### src/rtl/apb_master_if.sv
`default_nettype none
// apb_master_if: single-outstanding APB master behind a req/gnt upstream port,
// with word-alignment check and an optional PREADY wait timeout.
module apb_master_if #(
  parameter int APB_ADDR_WIDTH = 12,
  parameter int TIMEOUT_CYCLES = 16
) (
  input  logic                      HCLK,
  input  logic                      HRESET,
  input  logic                      req_i,
  input  logic                      we_i,
  input  logic [APB_ADDR_WIDTH-1:0] addr_i,
  input  logic [31:0]               wdata_i,
  output logic                      gnt_o,
  output logic                      rvalid_o,
  output logic [31:0]               rdata_o,
  output logic                      err_o,
  output logic                      timeout_o,
  output logic [APB_ADDR_WIDTH-1:0] PADDR,
  output logic [31:0]               PWDATA,
  output logic                      PWRITE,
  output logic                      PSEL,
  output logic                      PENABLE,
  input  logic [31:0]               PRDATA,
  input  logic                      PREADY,
  input  logic                      PSLVERR
);

  localparam logic [1:0] IDLE   = 2'd0;
  localparam logic [1:0] SETUP  = 2'd1;
  localparam logic [1:0] ACCESS = 2'd2;
  localparam logic [1:0] RESP   = 2'd3;

  // The counter only ever needs to reach TIMEOUT_CYCLES-1.
  localparam int CNT_W = (TIMEOUT_CYCLES > 1) ? $clog2(TIMEOUT_CYCLES) : 1;
  localparam logic [CNT_W-1:0] TO_LIMIT =
    CNT_W'((TIMEOUT_CYCLES > 0) ? TIMEOUT_CYCLES - 1 : 0);

  logic [1:0]                state;
  logic [CNT_W-1:0]          wait_cnt;
  logic                      we_q;
  logic [APB_ADDR_WIDTH-1:0] addr_q;
  logic [31:0]               wdata_q;
  logic [31:0]               rdata_q;
  logic                      err_q;
  logic                      timeout_q;
  logic                      grant;
  logic                      aligned;
  logic                      timeout_hit;

  assign grant       = (state == IDLE) && req_i && !HRESET;
  assign aligned     = (addr_i[1:0] == 2'b00);
  assign timeout_hit = (TIMEOUT_CYCLES > 0) && !PREADY && (wait_cnt == TO_LIMIT);

  always_ff @(posedge HCLK or posedge HRESET) begin
    if (HRESET) begin
      state     <= IDLE;
      wait_cnt  <= '0;
      we_q      <= 1'b0;
      addr_q    <= '0;
      wdata_q   <= '0;
      rdata_q   <= '0;
      err_q     <= 1'b0;
      timeout_q <= 1'b0;
    end else begin
      case (state)
        IDLE: begin
          // Misaligned requests never reach the bus, so the APB-facing
          // request registers keep their previous contents.
          if (grant && aligned) begin
            we_q    <= we_i;
            addr_q  <= addr_i;
            wdata_q <= wdata_i;
            state   <= SETUP;
          end else if (grant) begin
            rdata_q   <= '0;
            err_q     <= 1'b1;
            timeout_q <= 1'b0;
            state     <= RESP;
          end
        end
        SETUP: begin
          wait_cnt <= '0;
          state    <= ACCESS;
        end
        ACCESS: begin
          if (!PREADY) wait_cnt <= wait_cnt + CNT_W'(1);
          if (PREADY) begin
            rdata_q   <= we_q ? 32'h0 : PRDATA;
            err_q     <= PSLVERR;
            timeout_q <= 1'b0;
            state     <= RESP;
          end else if (timeout_hit) begin
            rdata_q   <= '0;
            err_q     <= 1'b1;
            timeout_q <= 1'b1;
            state     <= RESP;
          end
        end
        RESP:    state <= IDLE;
        default: state <= IDLE;
      endcase
    end
  end

  assign gnt_o     = grant;
  assign rvalid_o  = (state == RESP);
  assign rdata_o   = rvalid_o ? rdata_q : 32'h0;
  assign err_o     = rvalid_o & err_q;
  assign timeout_o = rvalid_o & timeout_q;

  assign PSEL    = (state == SETUP) || (state == ACCESS);
  assign PENABLE = (state == ACCESS);
  assign PADDR   = addr_q;
  assign PWRITE  = we_q;
  assign PWDATA  = wdata_q;

endmodule
`default_nettype wire

### config.mk
export PLATFORM = sky130hd
export DESIGN_NAME = apb_master_if
export DESIGN_NICKNAME = d
export VERILOG_FILES = /design/src/rtl/apb_master_if.sv
export SDC_FILE = /design/constraint.sdc
export NUM_CORES = 1
export LEC_CHECK = 0
export BUFFER_PORTS_ARGS = -buffer_cell sky130_fd_sc_hd__buf_2
export CAP_MARGIN = 20
export CELL_PAD_IN_SITES_DETAIL_PLACEMENT = 0
export CELL_PAD_IN_SITES_GLOBAL_PLACEMENT = 1
export CORE_AREA = 2 2 74 147
export DETAILED_ROUTE_END_ITERATION = 16
export DIE_AREA = 0 0 76 149
export PLACE_DENSITY = 0.86
export SYNTH_ARGS = -nofsm -noshare
export SYNTH_HDL_FRONTEND = slang
export SYNTH_SLANG_ARGS = --single-unit
### constraint.sdc
create_clock -name HCLK -period 6.3 [get_ports HCLK]
set_clock_uncertainty 0.05 [all_clocks]
set_input_delay 0.63 -clock HCLK [delete_from_list [all_inputs] [get_ports HCLK]]
set_output_delay 0.63 -clock HCLK [all_outputs]
set_load 0.02 [all_outputs]
# --- Yosys cells after proc, flatten, opt, wreduce, memory -nomap -nowiden ---
# Cells that the tools add are included.
totals:
  register_bits: 85
  input_bits: 82
  output_inout_bits: 83
op_classes:
  n_addsub: 1
  n_eq_ne: 9
  muxes: 23
  n_bitwise: 2
  reduce_logical: 15
ops:
  columns: ["operator", "count"]
  rows:
  - ["$mux 32", 6]
  - ["$pmux 32 s2", 1]
  - ["$mux 2", 4]
  - ["$pmux 2 s4", 1]
  - ["$pmux 4 s2", 1]
  - ["$mux 1", 7]
  - ["$ne 2x2->1 const B", 3]
  - ["$reduce_and 2->1", 3]
  - ["$add 4x1->4 const B", 1]
  - ["$eq 2x2->1 const B", 2]
  - ["$eq 4x4->1 const B", 1]
  - ["$logic_and 1x1->1", 4]
  - ["$logic_not 2->1", 2]
  - ["$mux 4", 1]
  - ["$pmux 1 s2", 2]
  - ["$reduce_and 4->1", 1]
  - ["$reduce_bool 2->1", 2]
  - ["$ne 3x1->1 const B", 1]
  - ["$ne 3x2->1 const B", 1]
  - ["$and 1x1->1", 2]
  - ["$eq 2x1->1 const B", 1]
  - ["$logic_not 1->1", 2]
  - ["$logic_or 1x1->1", 1]

# --- Logic depth before layout (Yosys ltp) ---
# Gate-level depths: netlist of run 1.
logic_depth:
  word_depth: 6
  mapped_depth: 9
  mapped_depth_nobuf: 6

# --- Least setup slack after synthesis of run 1 ---
# No wires, ideal clock.
synth_path:
  path_kind: "register -> register"
  startpoint: "register state[0]"
  endpoint: "register timeout_q"
  setup_ps: 125
  arrival_time_ps: 1740
  required_time_ps: 6125
  slack_ps: 4386
  stages_incl_launch_ff: 9
  n_path_buf: 2
  synth_period_minus_slack_ps: 1914
  path_cell_list: "dfrtp_1 -> inv_1 -> ha_1 -> buf_6 -> nor2b_4 -> a22oi_4 -> o211ai_2 -> buf_6 -> mux2_2"
synth_via:
  elab_cells_between_ends: 11
  cone_classes: "eq/ne (4); mux (1); reduce/logical (6)"
synth_lines:
  columns: ["item", "line", "text"]
  rows:
  - ["from (decl)", "39", "logic [1:0] state;"]
  - ["from (signal assigned)", "57", "state <= IDLE;"]
  - ["from (signal assigned)", "74", "state <= SETUP;"]
  - ["from (signal assigned)", "79", "state <= RESP;"]
  - ["$eq 2x2->1 (*)", null, null]
  - ["named net PENABLE", "23", "output logic PENABLE,"]
  - ["$ne 3x1->1 (no line) / $reduce_bool 2->1 (equally long branches)", null, null]
  - ["$reduce_and 4->1 (no line)", null, null]
  - ["to (signal assigned)", "64", "timeout_q <= 1'b0;"]
  - ["to (signal assigned)", "78", "timeout_q <= 1'b0;"]
  - ["to (signal assigned)", "91", "timeout_q <= 1'b0;"]
  - ["to (decl)", "46", "logic timeout_q;"]
# The timed path passes the listed nets; every way through them passes the cells marked *.
# A chain may end at the register's enable or synchronous reset.

# --- Worst setup path in the final report of run 1 ---
layout_path:
  startpoint: "register state[0]"
  endpoint: "register rdata_q[26]"
layout_via:
  elab_chain_cells: 6
  elab_cells_between_ends: 11
  cone_classes: "eq/ne (4); mux (1); reduce/logical (6)"
layout_lines:
  columns: ["item", "line", "text"]
  rows:
  - ["$logic_not 2->1", "51, 66", null]
  - ["$logic_and 1x1->1 (2 in series)", "51", "assign grant = (state == IDLE) && req_i && !HRESET;"]
  - ["$logic_and 1x1->1", "70", "if (grant && aligned) begin"]
  - ["$ne 2x2->1 (no line)", null, null]
  - ["$reduce_and 4->1 (no line)", null, null]
  - ["to (signal assigned)", "89", "rdata_q <= we_q ? 32'h0 : PRDATA;"]
  - ["to (decl)", "44", "logic [31:0] rdata_q;"]
# Parallel ways exist; a longest one is shown, timed or not.

==> impl_metrics.yaml, run 1 <==
synth:
  netlist_area_um2: 4010
  synth_largest_area_cell: "dfrtp_1"
  ys_warn_count: 0
  ys_types: 26
  ys_seq_area_share_pct: 53.0
  synth.area.top_cells: "dfrtp_1, mux2_4, mux2i_1"
  async_flop_share_pct: 100
  synth-seq-cells: 85
  synthCells: 318
  syn_nets: 405
  synth_top_flop_cell: "dfrtp_1"
  syn_avg_cell_area_um2: 12.6
  synth_edf_count: 0
  yosysTopAreaCellShare_pct: 53.0
placed_design:
  io_buffers: 164
  place.gp.congestion: 0.739
  place_ws_ns: 3.38
  dpl.hpwl_um: 5620
cts:
  clk_pin_slew_ns: 0.07
  root_buffer: "clkbuf_16"
  post_cts_buffers: 0
  cts_tree: "built"
  clk_latency_ns: 0.33
  cts_hold_buf: 0
  cts.repair.resized: 0
  clkSinkCount: 85
  cts_made_buffers: 9
  cts_buffer_depth: 2
  htree_levels: 3
global_route:
  grt_busiest_layer: "met2"
  gr-usage-met3_pct: 3.75
  met2_usage_pct: 22.6
  grt_pass1_wl_um: 13600
  antenna_found_initial: 0
  grt_pass1_vias: 2850
  gr-usage-met1_pct: 20.3
  grt_max_degree: 86
  grtUsageTotal_pct: 14.8
  grt_overflow_total: 0
floorplanning:
  initial_core_util_pct: 39.0
  rows: 53
  fp.dieH_um: 149
  ios: 165
  dieArea_um2: 11300
  die_x_um: 76
  core_um2: 10300
route:
  wire_per_inst_um: 13.0
  vias: 2731
  drt_wl_total_um: 8080
  drc: 0
  drt_iter0_drc: 141
  viasPerCell: 4.38
  ant_nets: 0
  drt_pass1_iterations: 4
flow_run:
  drv_cap: 0
setup_path:
  crit_start: "state[0]"
  critPathArrivalTime_ns: 3.10
  crit_fanout: 47
  cp.required_ns: 6.50
  startpoint_type: "flop"
  end_kind: "flop"
  reg2reg_depth: 7
  reg2reg_slack_ns: 3.40
  rr_endpoint: "rdata_q[26]"
  r2r-start: "state[0]"
  critPathKind: "reg -> reg"
sta:
  worst_pin_slew_ns: 0.980
  fin_setup_tns_ns: 0
  maxSlewViolCount: 0
  final.min_clock_period_ns: 2.90
  slew_headroom_pct: 34.7
  whs_ns: 0.288
  max_freq_mhz: 345
  rsz0062_at_grt: "no"
  hold_viol: 0
  finalSetupViolations: 0
  layout_setup_ws_ns: 3.40
  finalCritPeriodShare_pct: 46.0
finish:
  drive_above_1_share_pct: 48.1
  regArea_um2: 2130
  final.fill_count: 944
  diodes: 0
  area_delta_synth_final_pct: 29.5
  multi_input_area_um2: 1580
  nNetsFinal: 568
pwr:
  leakage_nw: 2.93
  ir_drop_mv: 0.256
  p_total_mw: 2.54
  power.density_nw_per_um2: 489
outcome:
  status: "finished, final reports clean"
worst_hold_path:
  hp-class: "in -> async"
==> cell families after synthesis <==
kind of cell	Yosys count	synth area share (%)
buffers and inverters	54	7.89
multiplexers	77	24.1
AO/OA/AOI/OAI	13	2.40
flip-flops	85	53.0
AND/OR/NAND/NOR	84	11.0
adder cells (fa/ha/maj)	5	1.56
==> registers in the layout (all words and copies together) (netlist names) <==
name	cells
PADDR	12
PWDATA	32
PWRITE	1
err_q	1
rdata_q	32
state	2
timeout_q	1
wait_cnt	4
==> metal layers <==
metal | share of wire [%] | wire (um)
met5 | 0 | 0
met4 | 1.3 | 106
met3 | 7.0 | 564
met2 | 45 | 3670
met1 | 46 | 3740
==> power breakdown <==
part           internal [mW]  switching, mW
clock                  0.311          0.217
combinational          0.497          0.598
sequential             0.786          0.128
total                   1.59          0.943
==> critical path, cell delays in order (launching register included) <==
cell	delay (ns)
dfrtp_1	0.41
inv_1	0.11
ha_1	0.35
and3b_4	0.26
nand2_4	0.41
o211ai_4	0.53
buf_4	0.44
mux2i_1	0.23
==> cells in the final DEF (no fill, tap or decap), types with 3 or more instances in the layout <==
master,count
nor2_1,5
and2_1,36
mux2_2,7
clkbuf_16,9
buf_4,3
mux2_4,37
o21ai_0,3
dfrtp_1,85
nand2_1,35
buf_2,164
inv_1,37
a21oi_1,5
mux2i_1,33
ha_1,5
==> metrics by stage <==
| stage | instance area [um2] | util, % | instances |
|---|---|---|---|
| floorplan | 4010 | - | 318 |
| global placement | 4860 | 47.3 | 606 |
| detailed placement | 4860 | 47.3 | 606 |
| CTS | 5160 | 50.2 | 622 |
| global route | 5190 | 50.5 | 623 |
| finish | 5190 | 50.5 | 623 |
==> worst max path at each step <==
stage	endpoint	slack, ns	depth (start not counted)
after floorplan	PADDR[0]	3.43	1
after global placement	rdata_q[26]	3.49	6
after detailed placement	rdata_q[26]	3.38	7
after CTS	rdata_q[24]	3.36	7
after global routing	rdata_q[25]	3.18	7
final	rdata_q[26]	3.40	7
==> cell usage after synthesis, types with 2 or more instances <==
cell and instances:
nor2_1 6, nand2b_1 2, clkbuf_1 6, dfrtp_1 85, nand2_1 35, mux2_2 7
buf_6 5, buf_12 4, and2_1 36, o21ai_0 3, inv_1 38, mux2_4 37
a21oi_1 5, mux2i_1 33, ha_1 5
==> cell type report <==
type	instances	share of cell area [%]
Clock inverter	6	1.37
Multi-Input combinational cell	179	30.4
Tap cell	137	3.30
Inverter	38	2.77
Sequential cell	85	41.0
Timing Repair Buffer	168	16.8
Clock buffer	10	4.41
Note: power is estimated with default switching activity, not from simulation.
==> inputs of run 2 (changes only) <==
Settings changed: CORE_AREA 2 2 74 147 to 2 2 77 153, DIE_AREA 0 0 76 149 to 0 0 79 155, PLACE_DENSITY 0.86 to 0.8.
Clock period 6.3 ns to 2.77 ns, I/O delays scaled along.
==> impl_metrics.yaml, run 2 (same netlist as run 1, synthesis figures left out) <==
outcome:
  status: "finished, final reports clean"
sta:
  hold_viol: 0
  fin_setup_tns_ns: 0
  worst_pin_slew_ns: 0.753
  finalSetupViolations: 0
  final.min_clock_period_ns: 2.24
  maxSlewViolCount: 0
  max_freq_mhz: 446
  whs_ns: 0.124
  rsz0062_at_grt: "no"
  slew_headroom_pct: 49.6
  finalCritPeriodShare_pct: 80.9
pwr:
  ir_drop_mv: 0.481
  power.density_nw_per_um2: 1110
  leakage_nw: 2.96
placed_design:
  io_buffers: 164
  dpl.hpwl_um: 5730
  place.gp.congestion: 0.713
floorplanning:
  core_um2: 11100
  ios: 165
  rows: 55
  fp.dieH_um: 155
  initial_core_util_pct: 36.0
  dieArea_um2: 12200
  die_x_um: 79
route:
  drt_iter0_drc: 95
  viasPerCell: 4.33
  drt_pass1_iterations: 4
  drc: 0
  ant_nets: 0
  wire_per_inst_um: 12.6
  vias: 2734
  drt_wl_total_um: 7940
setup_path:
  r2r-start: "state[0]"
  reg2reg_slack_ns: 0.53
  critPathKind: "reg -> reg"
  startpoint_type: "flop"
  cp.required_ns: 2.96
  crit_fanout: 19
  rr_endpoint: "rdata_q[20]"
  end_kind: "flop"
  critPathArrivalTime_ns: 2.44
  reg2reg_depth: 7
worst_hold_path:
  hp-class: "in -> reg"
  hold_end: "PADDR[6]"
  holdPathStages: 2
  hold_path_startpoint: "addr_i[6]"
finish:
  mostFrequentLayoutCell: "buf_2"
  nNetsFinal: 571
  area_delta_synth_final_pct: 30.7
  diodes: 0
  mostFrequentLayoutCells: "buf_2, dfrtp_1, inv_1, mux2_4, and2_1"
  drive_above_1_share_pct: 48.3
global_route:
  grt_max_degree: 68
  grt_pass1_vias: 2739
  antenna_found_initial: 0
  grt_overflow_total: 0
  grtUsageTotal_pct: 13.4
  grt_pass1_wl_um: 13200
cts:
  cts_tree: "built"
  htree_levels: 3
  root_buffer: "clkbuf_16"
  cts_buffer_depth: 2
  cts_made_buffers: 9
  clk_latency_ns: 0.32
  post_cts_buffers: 0
  clkSinkCount: 85
  clk_pin_slew_ns: 0.06
flow_run:
  drv_cap: 0
## run 2: per-stage QoR
stage	utilization, %	setup slack (ns)	power (mW)	cell area [um2]	cells
5_1_grt	47.0	0.360	6.19	5240	631
2_1_floorplan	-	0.250	3.97	4010	318
4_1_cts	47.0	0.518	5.89	5240	631
6_report	47.0	0.529	5.79	5240	631
3_3_place_gp	44.2	0.596	4.62	4930	614
3_5_place_dp	44.2	0.534	4.65	4930	614
## run 2: report_power, final
| group | switching [mW] | internal (mW) | total [mW] |
|---|---|---|---|
| Sequential | 0.287 | 1.79 | 2.08 |
| Combinational | 1.36 | 1.17 | 2.53 |
| Clock | 0.462 | 0.724 | 1.19 |
| Total | 2.11 | 3.68 | 5.79 |
## run 2: layer usage
layer	GRT usage [%]	share of wire (%)	up-vias
met5	0	0	-
met4	4.43	1.1	0
met3	4.06	9.3	5
met2	19.6	42	129
met1	19.0	47	1251
li1	-	-	1349
## run 2: timing repair
item / CTS / global route
resized for setup: 0 / 0
endpoints found under the hold margin: 18 / 0
hold buffers: 1 / 0
## run 2: critical path, cell delays in order, from the launching register on
cell	delay (ns)
dfrtp_1	0.41
inv_1	0.09
ha_1	0.39
nor2b_4	0.29
a22oi_4	0.09
o211ai_4	0.33
buf_12	0.27
mux2i_1	0.21
## run 2: layout make-up
class / count / area, um2
inverter: 38 / 144
sequential: 85 / 2130
clock inverter: 5 / 60.1
timing repair buffer: 171 / 913
multi-input combinational: 179 / 1580
clock buffer: 11 / 243
fill: 1091 / 5910
tap: 142 / 178
## run 2: worst max path at each step
stage                  start           to
floorplan             HRESET     PADDR[0]
global placement    state[0]  rdata_q[27]
detailed placement  state[0]  rdata_q[20]
CTS                 state[0]  rdata_q[20]
global route        state[0]  rdata_q[16]
finish              state[0]  rdata_q[20]
==> inputs of run 3 (changes only) <==
Settings changed: CORE_AREA 2 2 77 153 to 2 2 81 161, DIE_AREA 0 0 79 155 to 0 0 83 163, PLACE_DENSITY 0.8 to 0.77.
Clock period 2.77 ns to 1.98 ns, I/O delays scaled along.
==> impl_metrics.yaml, run 3 (same netlist as run 1, synthesis figures left out) <==
route:
  drt_wl_total_um: 8190
  ant_nets: 0
  drc: 0
  vias: 2759
  wire_per_inst_um: 12.7
  viasPerCell: 4.28
  drt_pass1_iterations: 4
  drt_iter0_drc: 78
finish:
  final.fill_count: 1191
  area_delta_synth_final_pct: 33.4
  diodes: 0
  mostFrequentLayoutCells: "buf_2, dfrtp_1, inv_1, mux2_4, and2_1"
  fin_cells: 644
  drive_above_1_share_pct: 49.0
  nNetsFinal: 576
  mostFrequentLayoutCell: "buf_2"
  utilization_pct: 43.1
global_route:
  grt_max_degree: 46
  grtUsageTotal_pct: 12.4
  grt_pass1_wl_um: 13800
  grt_pass1_vias: 2803
  grt_overflow_total: 0
  antenna_found_initial: 0
placed_design:
  dp.cells: 627
  place.gp.congestion: 0.707
  dpl.hpwl_um: 6130
  io_buffers: 164
pwr:
  internal-power_mw: 5.34
  ir_drop_mv: 0.801
  leakage_nw: 3.01
  power_frac_clock_pct: 21.9
  power.density_nw_per_um2: 1560
  combPwrFrac_pct: 43.4
  power_frac_seq_pct: 34.7
  switchingPower_mw: 3.02
  swShare_pct: 36.1
sta:
  fin_setup_tns_ns: 0
  final.min_clock_period_ns: 1.78
  maxSlewViolCount: 0
  finalSetupViolations: 0
  whs_ns: 0.0431
  rsz0062_at_grt: "no"
  max_freq_mhz: 562
  worst_pin_slew_ns: 0.412
  slew_headroom_pct: 72.5
  finalCritPeriodShare_pct: 89.9
  hold_viol: 0
setup_path:
  critPathKind: "reg -> reg"
  cp_cell_sequence: "inv_1 -> ha_1 -> and3b_4 -> nand2_4 -> buf_12 -> mux2_2"
  startpoint_type: "flop"
  end_kind: "flop"
  critPathArrivalTime_ns: 1.95
  cp.required_ns: 2.15
  crit_path_max_incr_delay_ns: 0.40
  crit_fanout: 23
  slowest_stage: "dfrtp_1"
cts:
  clkSinkCount: 85
  clk_pin_slew_ns: 0.06
  root_buffer: "clkbuf_16"
  post_cts_buffers: 0
  htree_levels: 3
  clk_latency_ns: 0.33
  cts_made_buffers: 9
  cts_buffer_depth: 2
  cts_tree: "built"
floorplanning:
  core_um2: 12400
  dieArea_um2: 13500
  die_x_um: 83
  rows: 58
  ios: 165
  initial_core_util_pct: 32.3
  fp.dieH_um: 163
outcome:
  status: "finished, final reports clean"
worst_hold_path:
  hp-class: "in -> reg"
flow_run:
  drv_cap: 0
[run 3: cell types whose count changed in the layout (fill, tap and decap cells not counted), sizes merged]
cell and delta:
buf +5, bufinv +1, clkbuf -1, clkinv -1, inv +1
[run 3: stage by stage]
step	setup slack (ns)	power, mW	area (um2)
finish	0.201	8.36	5350
global route	0.0766	8.94	5350
CTS	0.187	8.51	5350
detailed placement	0.189	6.62	5000
global placement	0.253	6.54	5000
floorplan	0.0656	5.55	4010
[run 3: repair_timing]
item                      CTS  global route
hold endpoints to repair   15             0
hold buffers                1             0
resized for setup           0             0
[run 3: power groups by stage]
stage | logic [mW] | clock network, mW | registers (mW)
after detailed placement | 3.69 | 0 | 2.93
after CTS | 3.70 | 1.90 | 2.91
after global routing | 3.95 | 1.96 | 3.02
final | 3.63 | 1.83 | 2.90
after global placement | 3.62 | 0 | 2.93
after floorplan | 2.15 | 0 | 3.40
[run 3: worst max-delay path, delay by kind of cell, from the launching register on]
kind | cells | cell delay, ns
flip-flops | 1 | 0.40
multiplexers | 1 | 0.35
AND/OR/NAND/NOR | 2 | 0.34
buffers and inverters | 2 | 0.29
adder cells (fa/ha/maj) | 1 | 0.21
[run 3: final cells by class]
| cell class | count | area (um2) | share of cell area, % |
|---|---|---|---|
| clock buffers | 10 | 239 | 4.47 |
| clock inverters | 6 | 95.1 | 1.78 |
| flip-flops and latches | 85 | 2130 | 39.8 |
| well taps | 150 | 188 | 3.51 |
| inverters | 38 | 146 | 2.74 |
| multi-input cells | 179 | 1580 | 29.5 |
| repair buffers | 176 | 976 | 18.2 |
[run 3: final timing paths]
check,cells after the start,endpoint,slack [ns],startpoint
setup / recovery,6,PWDATA[31],0.20,state[0]
hold / removal,2,PWDATA[23],0.04,wdata_i[23]
setup reg to reg,6,PWDATA[31],0.20,state[0]
hold reg to reg,1,PADDR[0],0.43,PADDR[0]
max in group asynchronous,4,PWDATA[26],0.87,HRESET
min in group asynchronous,3,PWRITE,0.37,HRESET
[run 3: layer usage]
metal | share of wire [%] | track usage [%]
met1 | 49 | 18.1
met3 | 8.6 | 3.75
met4 | 0.89 | 3.58
met5 | 0 | 0
met2 | 42 | 17.9
